===== config.mk =====
export PLATFORM = sky130hd
export DESIGN_NAME = black_jack_state_machine_module
export DESIGN_NICKNAME = d
export VERILOG_FILES = /design/src/rtl/black_jack_state_machine_module.sv
export SDC_FILE = /design/constraint.sdc
export NUM_CORES = 1
export LEC_CHECK = 0
export CAP_MARGIN = 15
export CORE_UTILIZATION = 31
export CTS_CLUSTER_DIAMETER = 200
export CTS_CLUSTER_SIZE = 12
export DETAILED_ROUTE_END_ITERATION = 7
export GPL_TIMING_DRIVEN = 0
export PLACE_DENSITY = 0.46
export SYNTH_ARGS = -nofsm -noshare
export SYNTH_HDL_FRONTEND = slang
export SYNTH_SLANG_ARGS = --single-unit

===== constraint.sdc =====
create_clock -name clk -period 9.75 [get_ports clk]
set_input_delay 0.975 -clock clk [delete_from_list [all_inputs] [get_ports clk]]
set_output_delay 0.975 -clock clk [all_outputs]
set_load 0.1 [all_outputs]

===== src/rtl/black_jack_state_machine_module.sv =====
// Single-deck blackjack controller: deals from a 64-entry card ROM starting at a
// latched deck base, serves player hit/stay, plays the dealer and reports the result.
module black_jack_state_machine_module #(
  parameter int unsigned DEALER_STAND = 17,
  parameter int unsigned BUST_LIMIT   = 21
) (
  input  logic       clk,
  input  logic       reset,
  input  logic       hit,
  input  logic       stay,
  input  logic [5:0] addr,
  output logic [3:0] data,
  output logic [6:0] SomaDasCartasDoJogador,
  output logic [6:0] SomaDasCartasDoDealer,
  output logic       win,
  output logic       lose,
  output logic       tie
);

  typedef enum logic [3:0] {
    IDLE, DEAL_P1, DEAL_D1, DEAL_P2, DEAL_D2, PLAYER, DEALER, COMPARE, DONE
  } state_t;

  state_t     state;
  logic [5:0] base, k;
  logic [6:0] praw, draw;
  logic       pace, dace;
  logic       hit_q, stay_q;

  logic       hit_e, stay_e;
  logic [5:0] idx;
  logic [3:0] card;
  logic [6:0] p_raw_n, d_raw_n;
  logic       p_ace_n, d_ace_n;
  logic [6:0] p_eff, d_eff, p_eff_n, d_eff_n;

  function automatic logic [3:0] rom(input logic [5:0] i);
    logic [3:0] r;
    r = 4'(i % 6'd13) + 4'd1;
    return (r > 4'd10) ? 4'd10 : r;
  endfunction

  // An ace counts 11 only while that keeps the hand within the bust limit.
  function automatic logic [6:0] eff(input logic [6:0] raw, input logic ace);
    return (ace && ((raw + 7'd10) <= 7'(BUST_LIMIT))) ? raw + 7'd10 : raw;
  endfunction

  always_comb begin
    hit_e   = hit & ~hit_q;
    stay_e  = stay & ~stay_q;
    idx     = base + k;
    card    = rom(idx);
    p_raw_n = praw + {3'b000, card};
    d_raw_n = draw + {3'b000, card};
    p_ace_n = pace | (card == 4'd1);
    d_ace_n = dace | (card == 4'd1);
    p_eff   = eff(praw, pace);
    d_eff   = eff(draw, dace);
    p_eff_n = eff(p_raw_n, p_ace_n);
    d_eff_n = eff(d_raw_n, d_ace_n);
  end

  always_ff @(posedge clk or negedge reset) begin
    if (!reset) begin
      state                  <= IDLE;
      base                   <= '0;
      k                      <= '0;
      praw                   <= '0;
      draw                   <= '0;
      pace                   <= 1'b0;
      dace                   <= 1'b0;
      hit_q                  <= 1'b0;
      stay_q                 <= 1'b0;
      data                   <= '0;
      SomaDasCartasDoJogador <= '0;
      SomaDasCartasDoDealer  <= '0;
      win                    <= 1'b0;
      lose                   <= 1'b0;
      tie                    <= 1'b0;
    end else begin
      hit_q  <= hit;
      stay_q <= stay;
      case (state)
        IDLE, DONE: begin
          if (hit_e) begin
            base                   <= addr;
            k                      <= '0;
            praw                   <= '0;
            draw                   <= '0;
            pace                   <= 1'b0;
            dace                   <= 1'b0;
            SomaDasCartasDoJogador <= '0;
            SomaDasCartasDoDealer  <= '0;
            win                    <= 1'b0;
            lose                   <= 1'b0;
            tie                    <= 1'b0;
            state                  <= DEAL_P1;
          end
        end
        DEAL_P1, DEAL_P2: begin
          praw                   <= p_raw_n;
          pace                   <= p_ace_n;
          SomaDasCartasDoJogador <= p_eff_n;
          data                   <= card;
          k                      <= k + 6'd1;
          state                  <= (state == DEAL_P1) ? DEAL_D1 : DEAL_D2;
        end
        DEAL_D1, DEAL_D2: begin
          draw                  <= d_raw_n;
          dace                  <= d_ace_n;
          SomaDasCartasDoDealer <= d_eff_n;
          data                  <= card;
          k                     <= k + 6'd1;
          state                 <= (state == DEAL_D1) ? DEAL_P2 : PLAYER;
        end
        PLAYER: begin
          // Stay outranks a simultaneous hit, so the hit edge is simply dropped.
          if (p_eff == 7'(BUST_LIMIT) || stay_e) begin
            state <= DEALER;
          end else if (hit_e) begin
            praw                   <= p_raw_n;
            pace                   <= p_ace_n;
            SomaDasCartasDoJogador <= p_eff_n;
            data                   <= card;
            k                      <= k + 6'd1;
            if (p_eff_n > 7'(BUST_LIMIT)) begin
              lose  <= 1'b1;
              state <= DONE;
            end else if (p_eff_n == 7'(BUST_LIMIT)) begin
              state <= DEALER;
            end
          end
        end
        DEALER: begin
          if (d_eff < 7'(DEALER_STAND)) begin
            draw                  <= d_raw_n;
            dace                  <= d_ace_n;
            SomaDasCartasDoDealer <= d_eff_n;
            data                  <= card;
            k                     <= k + 6'd1;
            if (d_eff_n > 7'(BUST_LIMIT)) begin
              win   <= 1'b1;
              state <= DONE;
            end
          end else begin
            state <= COMPARE;
          end
        end
        COMPARE: begin
          win   <= (p_eff > d_eff);
          lose  <= (p_eff < d_eff);
          tie   <= (p_eff == d_eff);
          state <= DONE;
        end
        default: state <= IDLE;
      endcase
    end
  end

endmodule


# Word level (Yosys, flattened, before mapping)
# Index checks and enable logic that the tools add are counted.
dict set report word_totals {
  ff_bits 55
  output_inout_bits 21
}
dict set report op_classes {
  add_sub_neg 9
  div 1
  order_cmp 10
  n_eq_ne 21
  n_mux 49
  bitwise_logic 6
  n_reduce_logical 26
}
# cell n
set op_table {}
lappend op_table {{one-hot mux 7 bit (3 select lines)} 4}
lappend op_table {{two-way mux 7 bit} 11}
lappend op_table {{two-way mux 4 bit} 11}
lappend op_table {{adder 7 x 4 -> 7 bit (second input constant)} 4}
lappend op_table {{<= comparator 7 x 5 -> 1 bit (second input constant)} 4}
lappend op_table {{two-way mux 6 bit} 4}
lappend op_table {{one-hot mux 4 bit (6 select lines)} 1}
lappend op_table {{one-hot mux 6 bit (4 select lines)} 1}
lappend op_table {{== test 4 x 3 -> 1 bit (second input constant)} 4}
lappend op_table {{AND reduction 4 bit} 4}
lappend op_table {{nonzero test 3 bit} 5}
lappend op_table {{adder 7 x 4 -> 7 bit} 2}
lappend op_table {{== test 7 x 5 -> 1 bit (second input constant)} 2}
lappend op_table {{greater-than comparator 7 x 5 -> 1 bit (second input constant)} 2}
lappend op_table {{!= test 2 bit (second input constant)} 6}
lappend op_table {{one-hot mux 1 bit (3 select lines)} 4}
lappend op_table {{one-hot mux 4 bit (3 select lines)} 1}
lappend op_table {{AND reduction 5 bit} 2}
lappend op_table {{two-way mux 1 bit} 9}
lappend op_table {{== test 4 x 1 -> 1 bit (second input constant)} 2}
lappend op_table {{== test 4 x 2 -> 1 bit (second input constant)} 2}
lappend op_table {{== test 7 bit} 1}
lappend op_table {{greater-than comparator 7 bit} 1}
lappend op_table {{less-than comparator 7 x 5 -> 1 bit (second input constant)} 1}
lappend op_table {{23 further kinds} 34}

# Depth between registers and ports, before layout
dict set report logic_depth {
  ltp_word 16
  depth_mapped 45
  mapped_depth_nobuf 45
}

# Least setup slack after synthesis
# No wires, ideal clock.
dict set report synth_timing {
  path_kind {register to register}
  startpoint {register k[0]}
  endpoint {register state[2]}
  setup_ns 0.122
  arrival_ns 8.517
  t_required_ns 9.628
  setup_slack_ns 1.111
  stages_incl_launch_ff 42
  period_less_slack_ns 8.639
  path_cell_list {dfrtp_1 > ha_1 > fa_1 > xor2_2 > ha_1 > or3b_1 > a2bb2oi_2 > nand2_2 > a21oi_4 > xnor2_1 > ha_1 > o21ai_0 > nor3_1 > o21ai_0 > mux2i_1 > inv_1 > ha_1 > a221oi_1 > [... 6 more ...] > ha_1 > inv_1 > fa_1 > clkbuf_1 > inv_1 > ha_1 > and3_1 > or2_2 > nor3b_1 > a31oi_1 > o211ai_1 > o211a_1 > o31ai_1 > nor3b_1 > a21o_1 > a221o_1 > and2_4 > a32o_1}
}
dict set report synth_between {
  elab_chain_cells 15
  elab_cells_between_ends 28
}
# element line
set synth_lines {}
lappend synth_lines {{from (decl)} 25} ;# logic [5:0] base, k;
lappend synth_lines {{from (signal assigned)} 105} ;# k <= k + 6'd1;
lappend synth_lines {{from (signal assigned)} 113} ;# k <= k + 6'd1;
lappend synth_lines {{from (signal assigned)} 125} ;# k <= k + 6'd1;
lappend synth_lines {{adder 6 bit (*)} 51} ;# idx = base + k;
lappend synth_lines {{modulo 6 x 4 -> 6 bit (*)} 39} ;# r = 4'(i % 6'd13) + 4'd1;
lappend synth_lines {{adder 4 x 1 -> 4 bit (*)} 39}
lappend synth_lines {{greater-than comparator 4 bit} 40} ;# return (r > 4'd10) ? 4'd10 : r;
lappend synth_lines {{two-way mux 4 bit (*)} 40}
lappend synth_lines {{net card[0]} 32} ;# logic [3:0] card;
lappend synth_lines {{adder 7 x 4 -> 7 bit} 53} ;# p_raw_n = praw + {3'b000, card};
lappend synth_lines {{adder 7 x 4 -> 7 bit} 45} ;# return (ace && ((raw + 7'd10) <= 7'(BUST_LIMIT))) ? raw + 7'd10 : raw;
lappend synth_lines {{<= comparator 7 x 5 -> 1 bit} 45}
lappend synth_lines {{logical AND 1 bit} 45}
lappend synth_lines {{two-way mux 7 bit} 45}
lappend synth_lines {{greater-than comparator 7 x 5 -> 1 bit} 126} ;# if (p_eff_n > 7'(BUST_LIMIT)) begin
lappend synth_lines {{two-way mux 4 bit} 126}
lappend synth_lines {{two-way mux 4 bit} 120} ;# end else if (hit_e) begin
lappend synth_lines {{two-way mux 4 bit} 118} ;# if (p_eff == 7'(BUST_LIMIT) || stay_e) begin
lappend synth_lines {{one-hot mux 4 bit (6 select lines)} 83} ;# case (state)
lappend synth_lines {{to (signal assigned)} 106} ;# state <= (state == DEAL_P1) ? DEAL_D1 : DEAL_D2;
lappend synth_lines {{to (signal assigned)} 114} ;# state <= (state == DEAL_D1) ? DEAL_P2 : PLAYER;
lappend synth_lines {{to (decl)} 24} ;# state_t state;
# Mark *: on every way through the listed nets, which the timed path passes. The rest lies on a longest branch. The select of a mux whose other input is x is not followed.
# A chain may end at the register's enable or synchronous reset.

# Worst setup path in the final report
dict set report layout_timing {
  startpoint {register k[1]}
  endpoint {register state[2]}
}
# The elaborated chain is that of the path after synthesis.

==> impl_metrics.ini <==
[sta]
setup_violations = 0
fin_crit_sh_pct = 93.45
slew_headroom_pct = 34.85
fmax_mhz = 109.8
finClkSkew_ns = 0.007205
final_max_slew_viol_count = 0
fin_crit_ns = 9.111
worstMarginPinSlew_ns = 0.9742
hold_violations = 0
setup_ws_ns = 0.6386

[final_layout]
area_growth_pct = 18.13
n_antenna_cell = 0
fillers = 1650
fin_cells = 869
fin_nets = 704
drive_above_1_share_pct = 9.954

[floorplan]
die_h_um = 129.2
design.die.area_mm2 = 0.01669
pin_count = 31
initial_core_util_pct = 31.69
floorplan.rows = 46
die_x_um = 129.2
core_mm2 = 0.01583

[yosys]
synth.area.top_cells = dfrtp_1 (26%), ha_1 (9.7%), o21ai_0 (5.1%)
synth_most_common_cell = nand2_1
syn_inst = 608
yosysTopAreaCell = dfrtp_1
syn_nets = 660
synthArstFlopShare_pct = 100.0
ys_top_cells_by_count = nand2_1 (65), dfrtp_1 (53), nor2_1 (51), o21ai_0 (51), ha_1 (39)
synth-edff-count = 0
synth_seq_cells = 53
synth_warnings = 0
synth-main-ff-cell = dfrtp_1
ys_seq_area_share_pct = 26.44
syn_area_mm2 = 0.005016
yosysTopAreaCellShare_pct = 26.44
yosysUniqueCellTypes = 79
syn_area_per_cell_um2 = 8.250

[clocking]
clock-root-buffer = clkbuf_16
clock_path_buffers = 2
cts_tree = yes
clk_latency_ns = 0.31
clk_pin_slew_ns = 0.08
cts_made_buffers = 5
htreeDepth = 2
cts_sinks = 53

[drt]
drc = 0
drtPass1Iterations = 4
dr_total_vias = 4540
vias_per_cell = 5.224
totalWireLength_um = 14060
drt_iter0_drc = 226
final_antenna_net_count = 0
wl_per_cell_um = 16.18

[critical_path]
arrival_ns = 9.31
cp-end-kind = flip-flop
path_class = flip-flop to flip-flop
crit_required_ns = 9.95
start_kind = flip-flop
critical_path.max_fanout = 6
cpPeakStageDelay_ns = 0.62
crit_path_top_delay_cell = fa_2

[place]
gp_congestion = 0.8569
io_buffers = 30
hpwl_um = 10710
placed_cells = 855
pre_cts_ws_ns = -0.6790

[global_routing]
antenna_found_initial = 0
grt_pass1_vias = 4366
grt_use_total_pct = 17.65
grt_max_degree = 30
grt_pass1_wl_um = 22870
grt_remaining_overflow = 0

[status]
status = finished clean

[run]
drv_cap = 0

[hold_path]
hp-class = flip-flop to flip-flop
==> cell type report <==
type | instances | area (um^2) | share of cell area [%]
Multi-Input combinational cell | 502 | 3570 | 60.24
Sequential cell | 53 | 1326 | 22.38
Timing Repair Buffer | 38 | 367.9 | 6.208
Tap cell | 216 | 270.3 | 4.561
Clock buffer | 5 | 125.1 | 2.111
Buffer | 23 | 108.9 | 1.837
Inverter | 29 | 108.9 | 1.837
Clock inverter | 3 | 48.80 | 0.8235
==> critical path, delay by kind of cell, from the launching register on <==
family / cells / cell delay (ns)
compound gates: 16 / 2.89
xor+xnor: 3 / 0.60
mux: 1 / 0.28
fa+ha+maj: 7 / 2.05
flops: 1 / 0.45
buf+inv: 5 / 0.56
simple gates: 11 / 2.17
==> cells by family (layout without fill, tap and decap cells) <==
group	count (synthesis)	in the layout	synth area share (%)
and+or+nand+nor	222	222	21.95
xor gates and xnor gates	47	47	8.356
DFF	53	53	26.44
adders and majority gates	43	43	11.13
muxes	13	13	3.018
buffers and inverters	53	98	4.415
AOI/OAI and AO/OA	177	177	24.70
==> metrics by stage <==
step	TNS [ns]	util, %	cell area [um^2]	hold slack, ns
6_report	0	37.44	5926	0.4848
5_1_grt	-0.001438	37.44	5926	0.5161
4_1_cts	0	36.74	5814	0.4893
3_5_place_dp	-2.971	35.39	5602	0.4705
3_3_place_gp	-2.448	35.30	5587	0.4611
2_1_floorplan	0	-	5016	0.4523
==> per-layer routing <==
| metal | up-vias | global-route usage, % | wire, um |
|---|---|---|---|
| li1 | 2286 | - | - |
| met1 | 2167 | 24.01 | 6892 |
| met2 | 76 | 29.57 | 6629 |
| met3 | 11 | 2.601 | 392 |
| met4 | 0 | 3.737 | 143 |
| met5 | - | 0 | 0 |
==> path summary, 6_finish.rpt <==
check | startpoint | end | slack [ns] | cells past startpoint
worst max-delay path | k[1]$_DFFE_PN0P_ | state[2]$_DFFE_PN0P_ | 0.64 | 43
max in group asynchronous | reset | lose$_DFFE_PN0P_ | 8.46 | 2
worst min register to register | SomaDasCartasDoDealer[1]$_DFFE_PN0P_ | SomaDasCartasDoDealer[1]$_DFFE_PN0P_ | 0.48 | 2
worst max register to register | k[1]$_DFFE_PN0P_ | state[2]$_DFFE_PN0P_ | 0.64 | 43
min in group asynchronous | reset | k[5]$_DFFE_PN0P_ | 0.69 | 1
worst min-delay path | SomaDasCartasDoDealer[1]$_DFFE_PN0P_ | SomaDasCartasDoDealer[1]$_DFFE_PN0P_ | 0.48 | 2
==> flip-flops by register name, summed over array words and instances, names as in the netlist <==
name / count
data: 4
SomaDasCartasDoJogador: 7
SomaDasCartasDoDealer: 7
hit_q: 1
state: 4
draw: 6
lose: 1
base: 6
pace: 1
stay_q: 1
tie: 1
praw: 6
k: 6
dace: 1
win: 1
==> layout by cell type, fill, tap and decap left out, types with 4 or more instances in the layout <==
cell and instances:
nand3_1 24, ha_1 38, nand2b_1 5, a21o_1 14
and3_1 9, clkbuf_16 5, xor2_1 18, nor3_1 15
xnor2_1 25, inv_1 28, nor2b_1 9, clkbuf_1 18
a211oi_2 4, o21a_1 4, mux2i_1 7, o21ai_1 5
or3_1 6, mux2_2 4, o211ai_1 5, and2_1 5
clkdlybuf4s50_1 29, nand4_1 7, nor2_1 50, o21ai_0 51
nand3b_1 5, buf_4 9, a21oi_1 35, dfrtp_1 53
a22o_1 5, a31oi_1 9, nand2_1 65, and4_1 4
==> repair_timing <==
action / 4_1_cts / 5_1_grt
setup buffers: 0 / 7
resized for setup: 6 / 10
pin swaps: 0 / 8
hold buffers: 0 / 0
setup endpoints to repair: 11 / 15
Power is not shown: default switching activity piles up to over one toggle a cycle in this logic, so the estimate is an artifact.
